===== src/rtl/oric_ram_bridge.sv =====
// Bridges the Oric core's byte-wide RAM strobes onto an SDRAM toggle-handshake port.
// One request in flight plus a single-slot skid; sticky overrun/timeout flags.
module oric_ram_bridge #(
  parameter int ACK_TIMEOUT = 64,
  parameter bit SYNC_IN     = 1'b1
) (
  input  logic        clk_i,
  input  logic        reset_i,
  input  logic        ram_cs_i,
  input  logic        ram_oe_i,
  input  logic        ram_we_i,
  input  logic [15:0] ram_ad_i,
  input  logic [7:0]  ram_d_i,
  output logic [7:0]  ram_q_o,
  output logic        rd_valid_o,
  output logic        port_req_o,
  input  logic        port_ack_i,
  output logic [15:0] port_a_o,
  output logic [1:0]  port_ds_o,
  output logic        port_we_o,
  output logic [15:0] port_d_o,
  input  logic [15:0] port_q_i,
  output logic        busy_o,
  output logic        overrun_o,
  output logic        timeout_o
);

  localparam int IW = 27;
  localparam int TW = $clog2(ACK_TIMEOUT) + 1;

  typedef enum logic [1:0] {S_IDLE, S_WAIT, S_DONE} state_t;

  typedef struct packed {
    logic [15:0] a;
    logic [1:0]  ds;
    logic        we;
    logic [15:0] d;
  } req_t;

  logic [IW-1:0] raw, syn;
  assign raw = {ram_cs_i, ram_oe_i, ram_we_i, ram_ad_i, ram_d_i};

  // The core runs on its own clock, so strobes may need a two-flop synchroniser.
  if (SYNC_IN) begin : g_sync
    logic [IW-1:0] s1_q, s2_q;
    always_ff @(posedge clk_i) begin
      s1_q <= raw;
      s2_q <= s1_q;
    end
    assign syn = s2_q;
  end else begin : g_nosync
    assign syn = raw;
  end

  logic        s_cs, s_oe, s_we;
  logic [15:0] s_ad;
  logic [7:0]  s_d;
  assign {s_cs, s_oe, s_we, s_ad, s_d} = syn;

  logic        rd_lvl, wr_lvl;
  logic        prev_rd_q, prev_wr_q;
  logic [15:0] ad_prev_q;
  logic        trig;
  req_t        trig_req;

  assign rd_lvl = s_cs & s_oe;
  assign wr_lvl = s_cs & s_we;
  assign trig   = (wr_lvl & ~prev_wr_q) | (rd_lvl & ~prev_rd_q) |
                  (rd_lvl & (s_ad != ad_prev_q));

  // A write strobe wins whenever both strobes are up.
  always_comb begin
    trig_req.a  = s_ad;
    trig_req.we = wr_lvl;
    trig_req.ds = wr_lvl ? (s_ad[0] ? 2'b10 : 2'b01) : 2'b11;
    trig_req.d  = {s_d, s_d};
  end

  // History always tracks the synced inputs, which also re-seeds it during reset.
  always_ff @(posedge clk_i) begin
    prev_rd_q <= rd_lvl;
    prev_wr_q <= wr_lvl;
    ad_prev_q <= s_ad;
  end

  state_t        state_q, state_d;
  logic [TW-1:0] timer_q, timer_d;
  logic          req_q, req_d;
  req_t          out_q, out_d;
  logic [7:0]    ram_q_q, ram_q_d;
  logic          rd_valid_q, rd_valid_d;
  logic          ovr_q, ovr_d;
  logic          to_q, to_d;
  logic          slot_vld_q, slot_vld_d;
  req_t          slot_q, slot_d;
  logic          issue;
  req_t          iss_req;

  always_comb begin
    state_d    = state_q;
    timer_d    = timer_q;
    req_d      = req_q;
    out_d      = out_q;
    ram_q_d    = ram_q_q;
    rd_valid_d = 1'b0;
    ovr_d      = ovr_q;
    to_d       = to_q;
    slot_vld_d = slot_vld_q;
    slot_d     = slot_q;
    issue      = 1'b0;
    iss_req    = trig_req;

    case (state_q)
      S_IDLE: begin
        if (slot_vld_q) begin
          issue      = 1'b1;
          iss_req    = slot_q;
          slot_vld_d = 1'b0;
        end else if (trig) begin
          issue = 1'b1;
        end
      end
      S_WAIT: begin
        timer_d = timer_q + TW'(1);
        if (port_ack_i == req_q) begin
          state_d = S_DONE;
        end else if (timer_q == TW'(ACK_TIMEOUT - 1)) begin
          // Abandon the request; req stays toggled so a late ack is simply absorbed.
          to_d    = 1'b1;
          state_d = S_IDLE;
        end
      end
      S_DONE: begin
        if (!out_q.we) begin
          ram_q_d    = out_q.a[0] ? port_q_i[15:8] : port_q_i[7:0];
          rd_valid_d = 1'b1;
        end
        state_d = S_IDLE;
      end
      default: state_d = S_IDLE;
    endcase

    if (issue) begin
      out_d   = iss_req;
      req_d   = ~req_q;
      timer_d = '0;
      state_d = S_WAIT;
    end

    // Triggers that cannot issue directly land in the slot; an IDLE drain frees it.
    if (trig && (state_q != S_IDLE || slot_vld_q)) begin
      if (!slot_vld_q || state_q == S_IDLE) begin
        slot_d     = trig_req;
        slot_vld_d = 1'b1;
      end else begin
        ovr_d = 1'b1;
        if (!trig_req.we || !slot_q.we) slot_d = trig_req;
      end
    end
  end

  always_ff @(posedge clk_i) begin
    if (reset_i) begin
      state_q    <= S_IDLE;
      timer_q    <= '0;
      req_q      <= 1'b0;
      out_q      <= '{a: 16'h0000, ds: 2'b11, we: 1'b0, d: 16'h0000};
      ram_q_q    <= 8'h00;
      rd_valid_q <= 1'b0;
      ovr_q      <= 1'b0;
      to_q       <= 1'b0;
      slot_vld_q <= 1'b0;
      slot_q     <= '0;
    end else begin
      state_q    <= state_d;
      timer_q    <= timer_d;
      req_q      <= req_d;
      out_q      <= out_d;
      ram_q_q    <= ram_q_d;
      rd_valid_q <= rd_valid_d;
      ovr_q      <= ovr_d;
      to_q       <= to_d;
      slot_vld_q <= slot_vld_d;
      slot_q     <= slot_d;
    end
  end

  assign ram_q_o    = ram_q_q;
  assign rd_valid_o = rd_valid_q;
  assign port_req_o = req_q;
  assign port_a_o   = out_q.a;
  assign port_ds_o  = out_q.ds;
  assign port_we_o  = out_q.we;
  assign port_d_o   = out_q.d;
  assign busy_o     = (state_q != S_IDLE) | slot_vld_q;
  assign overrun_o  = ovr_q;
  assign timeout_o  = to_q;

endmodule


===== config.mk =====
export PLATFORM = sky130hd
export DESIGN_NAME = oric_ram_bridge
export DESIGN_NICKNAME = d
export VERILOG_FILES = /design/src/rtl/oric_ram_bridge.sv
export SDC_FILE = /design/constraint.sdc
export NUM_CORES = 1
export LEC_CHECK = 0
export BUFFER_PORTS_ARGS = -buffer_cell sky130_fd_sc_hd__buf_4
export CAP_MARGIN = 20
export CORE_ASPECT_RATIO = 1.1
export CORE_UTILIZATION = 40
export CTS_CLUSTER_SIZE = 12
export DETAILED_ROUTE_END_ITERATION = 10
export PLACE_DENSITY = 0.64
export SLEW_MARGIN = 30
export SYNTH_ARGS = -nofsm -noshare
export SYNTH_HDL_FRONTEND = slang
export SYNTH_SLANG_ARGS = --single-unit

===== constraint.sdc =====
create_clock -name clk_i -period 2.4 [get_ports clk_i]
set_input_delay 0.12 -clock clk_i [delete_from_list [all_inputs] [get_ports clk_i]]
set_output_delay 0.12 -clock clk_i [all_outputs]
set_load 0.05 [all_outputs]

==> results.sh <==
export IMPL_ys_seq_area_share_pct=57.09
export IMPL_grt_pass1_vias=3489
export IMPL_crit_required_ns=2.70
export IMPL_grt_start_max_net_pins=108
export IMPL_outcome="finished clean"
export IMPL_synth_edff_count=0
export IMPL_setup_worst_path_start_class="flip-flop"
export IMPL_cts_path_max_buffers=2
export IMPL_internal_power_mw=4.737
export IMPL_place_hpwl_um=6311
export IMPL_whs_path_depth=3
export IMPL_min_delay_start="port_ack_i"
export IMPL_rsz0062_at_grt="false"
export IMPL_p_clk_share_pct=43.1
export IMPL_power_frac_comb_pct=14.1
export IMPL_htree_levels=4
export IMPL_synthArstFlopShare_pct=0
export IMPL_grt_ovfl_total=0
export IMPL_cts_resized=0
export IMPL_post_synth_num_cell_types=41
export IMPL_synthesis_nets=504
export IMPL_clock_skew_ns=0.006652
export IMPL_synth_common_cells="dfxtp_1, mux2i_1, nand2b_1, nand3b_1, o31ai_1"
export IMPL_crit_family="simple AND/OR/NAND/NOR gates"
export IMPL_port_buffer_count=93
export IMPL_grt_usage_pct=15.56
export IMPL_drcViolationCount=0
export IMPL_crit_chain="xnor2_1 > nand4_1 > nor3_2 > a41oi_2 > and3_4 > mux2_4"
export IMPL_die_h_um=121.5
export IMPL_core_um2=12640
export IMPL_irDropWorstVdd_uv=380.4
export IMPL_nets=613
export IMPL_yosysWarningCount=0
export IMPL_yosysTopAreaCell="dfxtp_1"
export IMPL_synth_most_common_cell="dfxtp_1"
export IMPL_netlist_instances=457
export IMPL_antenna_found_initial=0
export IMPL_path_buf_inv=0
export IMPL_post_route_period_util_pct=91.22
export IMPL_fin_setup_tns_ns=0
export IMPL_num_vias=3510
export IMPL_ys_ff_latch=148
export IMPL_power_density_nw_per_um2=932.2
export IMPL_swShare_pct=25.66
export IMPL_r2r_setup_slack_ns=0.21
export IMPL_synth_area_um2=5190
export IMPL_cts_buffers=17
export IMPL_finalCriticalPeriod_ns=2.189
export IMPL_pin_count=94
export IMPL_worst_ep_arrival_time_ns=2.49
export IMPL_clk_pin_slew_ns=0.06
export IMPL_drt_vias_per_instance=4.769
export IMPL_cts_sinks=148
export IMPL_area_delta_synth_final_pct=31.70
export IMPL_r2r_end="slot_q[17]"
export IMPL_synth_area_leaders="dfxtp_1, mux2i_1, nand2b_1"
export IMPL_slew_violations=0
export IMPL_final_layout_size_suffix_gt1_share_pct=24.53
export IMPL_hold_viol=0
export IMPL_post_drt_wl_per_cell_um=13.20
export IMPL_slew_headroom_pct=46.25
export IMPL_r2r_start="g_sync.s2_q[8]"
export IMPL_tightest_slew_ns=0.8063
export IMPL_reg2reg_depth=6
export IMPL_p_sw_mw=1.635
export IMPL_crit_path_end_kind="flip-flop"
export IMPL_worstPathMaxFanout=26
export IMPL_final_core_util_pct=54.06
export IMPL_syn_area_per_cell_um2=11.36
export IMPL_clock_latency_ns=0.41
export IMPL_start_util_pct=41.05
export IMPL_critPathKind="reg2reg"
export IMPL_wl_um=9716
export IMPL_static_leakage_power_nw=2.675
export IMPL_die_area_um2=13430
export IMPL_holdPathEnd="state_q[1]"
export IMPL_cap_viol_max_count=0
export IMPL_hold_path_class="in2reg"
export IMPL_pwr_share_seq_pct=42.8
export IMPL_setup_violations_final=0
export IMPL_num_rows=43
export IMPL_fp_dieW_um=110.6
export IMPL_drtIter0Drc=126
export IMPL_grt_pass1_wl_um=16420
export IMPL_fill_cells=1092
export IMPL_slowest_delay_ns=0.60
export IMPL_diodes=0
export IMPL_critical_path_slowest_cell="and3_4"
export IMPL_first_pass_iters=4
export IMPL_gp_congestion=0.7253
export IMPL_clk_root_buffer_cell="clkbuf_16"
export IMPL_cts_tree="done"
export IMPL_netlist_area_leader_share_pct=57.09
export IMPL_ant_nets=0
export IMPL_clock_fmax_mhz=456.8
export IMPL_ys_flop_type="dfxtp_1"
## cell usage in the layout (no fill, tap or decap), types with 4 or more instances in the layout
| cell | count |
|---|---|
| bufinv_16 | 4 |
| clkbuf_16 | 17 |
| xor2_1 | 7 |
| nor3_1 | 6 |
| a211oi_1 | 8 |
| nand2b_1 | 51 |
| a21oi_1 | 10 |
| dfxtp_1 | 147 |
| o31ai_1 | 25 |
| dlygate4sd3_1 | 27 |
| nand3b_1 | 25 |
| clkinv_2 | 5 |
| buf_4 | 98 |
| xnor2_1 | 16 |
| nand2_1 | 8 |
| nor2_1 | 24 |
| clkinvlp_4 | 4 |
| nand4_1 | 6 |
| mux2i_1 | 57 |
## worst max path at each step
stage,from,end,slack [ns],depth (start not counted)
2_1_floorplan,g_sync.s2_q[8],slot_q[17],0.58,7
3_3_place_gp,g_sync.s2_q[8],slot_q[17],0.31,6
3_5_place_dp,g_sync.s2_q[8],slot_q[17],0.24,6
4_1_cts,g_sync.s2_q[8],slot_q[17],0.20,6
5_1_grt,g_sync.s2_q[8],slot_q[17],0.04,6
6_report,g_sync.s2_q[8],slot_q[17],0.21,6
## through the flow
| step | power, mW | setup WS (ns) | instance area (um2) | hold WS [ns] | cells |
|---|---|---|---|---|---|
| 2_1_floorplan | 3.404 | 0.5812 | 5190 | 0.1477 | 457 |
| 3_3_place_gp | 3.636 | 0.3107 | 5936 | 0.2248 | 677 |
| 3_5_place_dp | 3.650 | 0.2421 | 5936 | 0.2256 | 677 |
| 4_1_cts | 6.439 | 0.2012 | 6829 | 0.05464 | 736 |
| 5_1_grt | 6.629 | 0.03875 | 6835 | 0.08099 | 736 |
| 6_report | 6.372 | 0.2107 | 6835 | 0.06254 | 736 |
## logic make-up (layout without fill, tap and decap cells)
logic type	Yosys count	in the layout	synth area share, %
xor+xnor	24	24	4.195
compound gates	51	51	6.992
flops	148	148	57.09
mux	58	58	11.28
buf+inv	39	161	4.340
fa+ha+maj	1	1	0.2410
simple gates	136	136	15.86
## power groups by stage
stage	clock, mW	combinational, mW	sequential [mW]
2_1_floorplan	0	0.455	2.95
3_3_place_gp	0	0.862	2.77
3_5_place_dp	0	0.870	2.78
4_1_cts	2.80	0.909	2.73
5_1_grt	2.92	0.962	2.75
6_report	2.74	0.901	2.73
## registers in the layout, summed over array words and instances (netlist names)
name	flops
port_d_o	8
prev_rd_q	1
port_a_o	16
overrun_o	1
slot_vld_q	1
prev_wr_q	1
state_q	2
slot_q	27
rd_valid_o	1
timer_q	7
timeout_o	1
port_ds_o	2
g_sync.s2_q	27
g_sync.s1_q	27
ram_q_o	8
port_we_o	1
ad_prev_q	16
port_req_o	1
## final cells by class
class | instances | area [um2] | area share, %
Clock buffer | 18 | 439.2 | 6.425
Clock inverter | 14 | 183.9 | 2.691
Inverter | 3 | 11.26 | 0.1647
Multi-Input combinational cell | 270 | 2014 | 29.47
Sequential cell | 148 | 2964 | 43.36
Tap cell | 157 | 196.4 | 2.874
Timing Repair Buffer | 126 | 1026 | 15.01
## worst register-to-register path: cells and delay by family, from the launching register on
family	cells	cell delay, ns
mux	1	0.35
simple gates	3	0.79
flops	1	0.48
xor+xnor	1	0.12
compound gates	1	0.34
## routing by layer
layer / routed length [um] / global-route usage, % / vias up / part of all wire, %
li1: - / - / 1782 / -
met1: 4296 / 17.76 / 1634 / 44
met2: 4847 / 27.25 / 78 / 50
met3: 413 / 4.446 / 16 / 4.3
met4: 160 / 6.500 / 0 / 1.6
met5: 0 / 0 / - / 0
## repair_timing
item                                   in CTS  in global routing
setup buffers                               0                  0
endpoints found under the hold margin      27                  0
hold buffers                               27                  0
(Power assumes the default switching activity.)
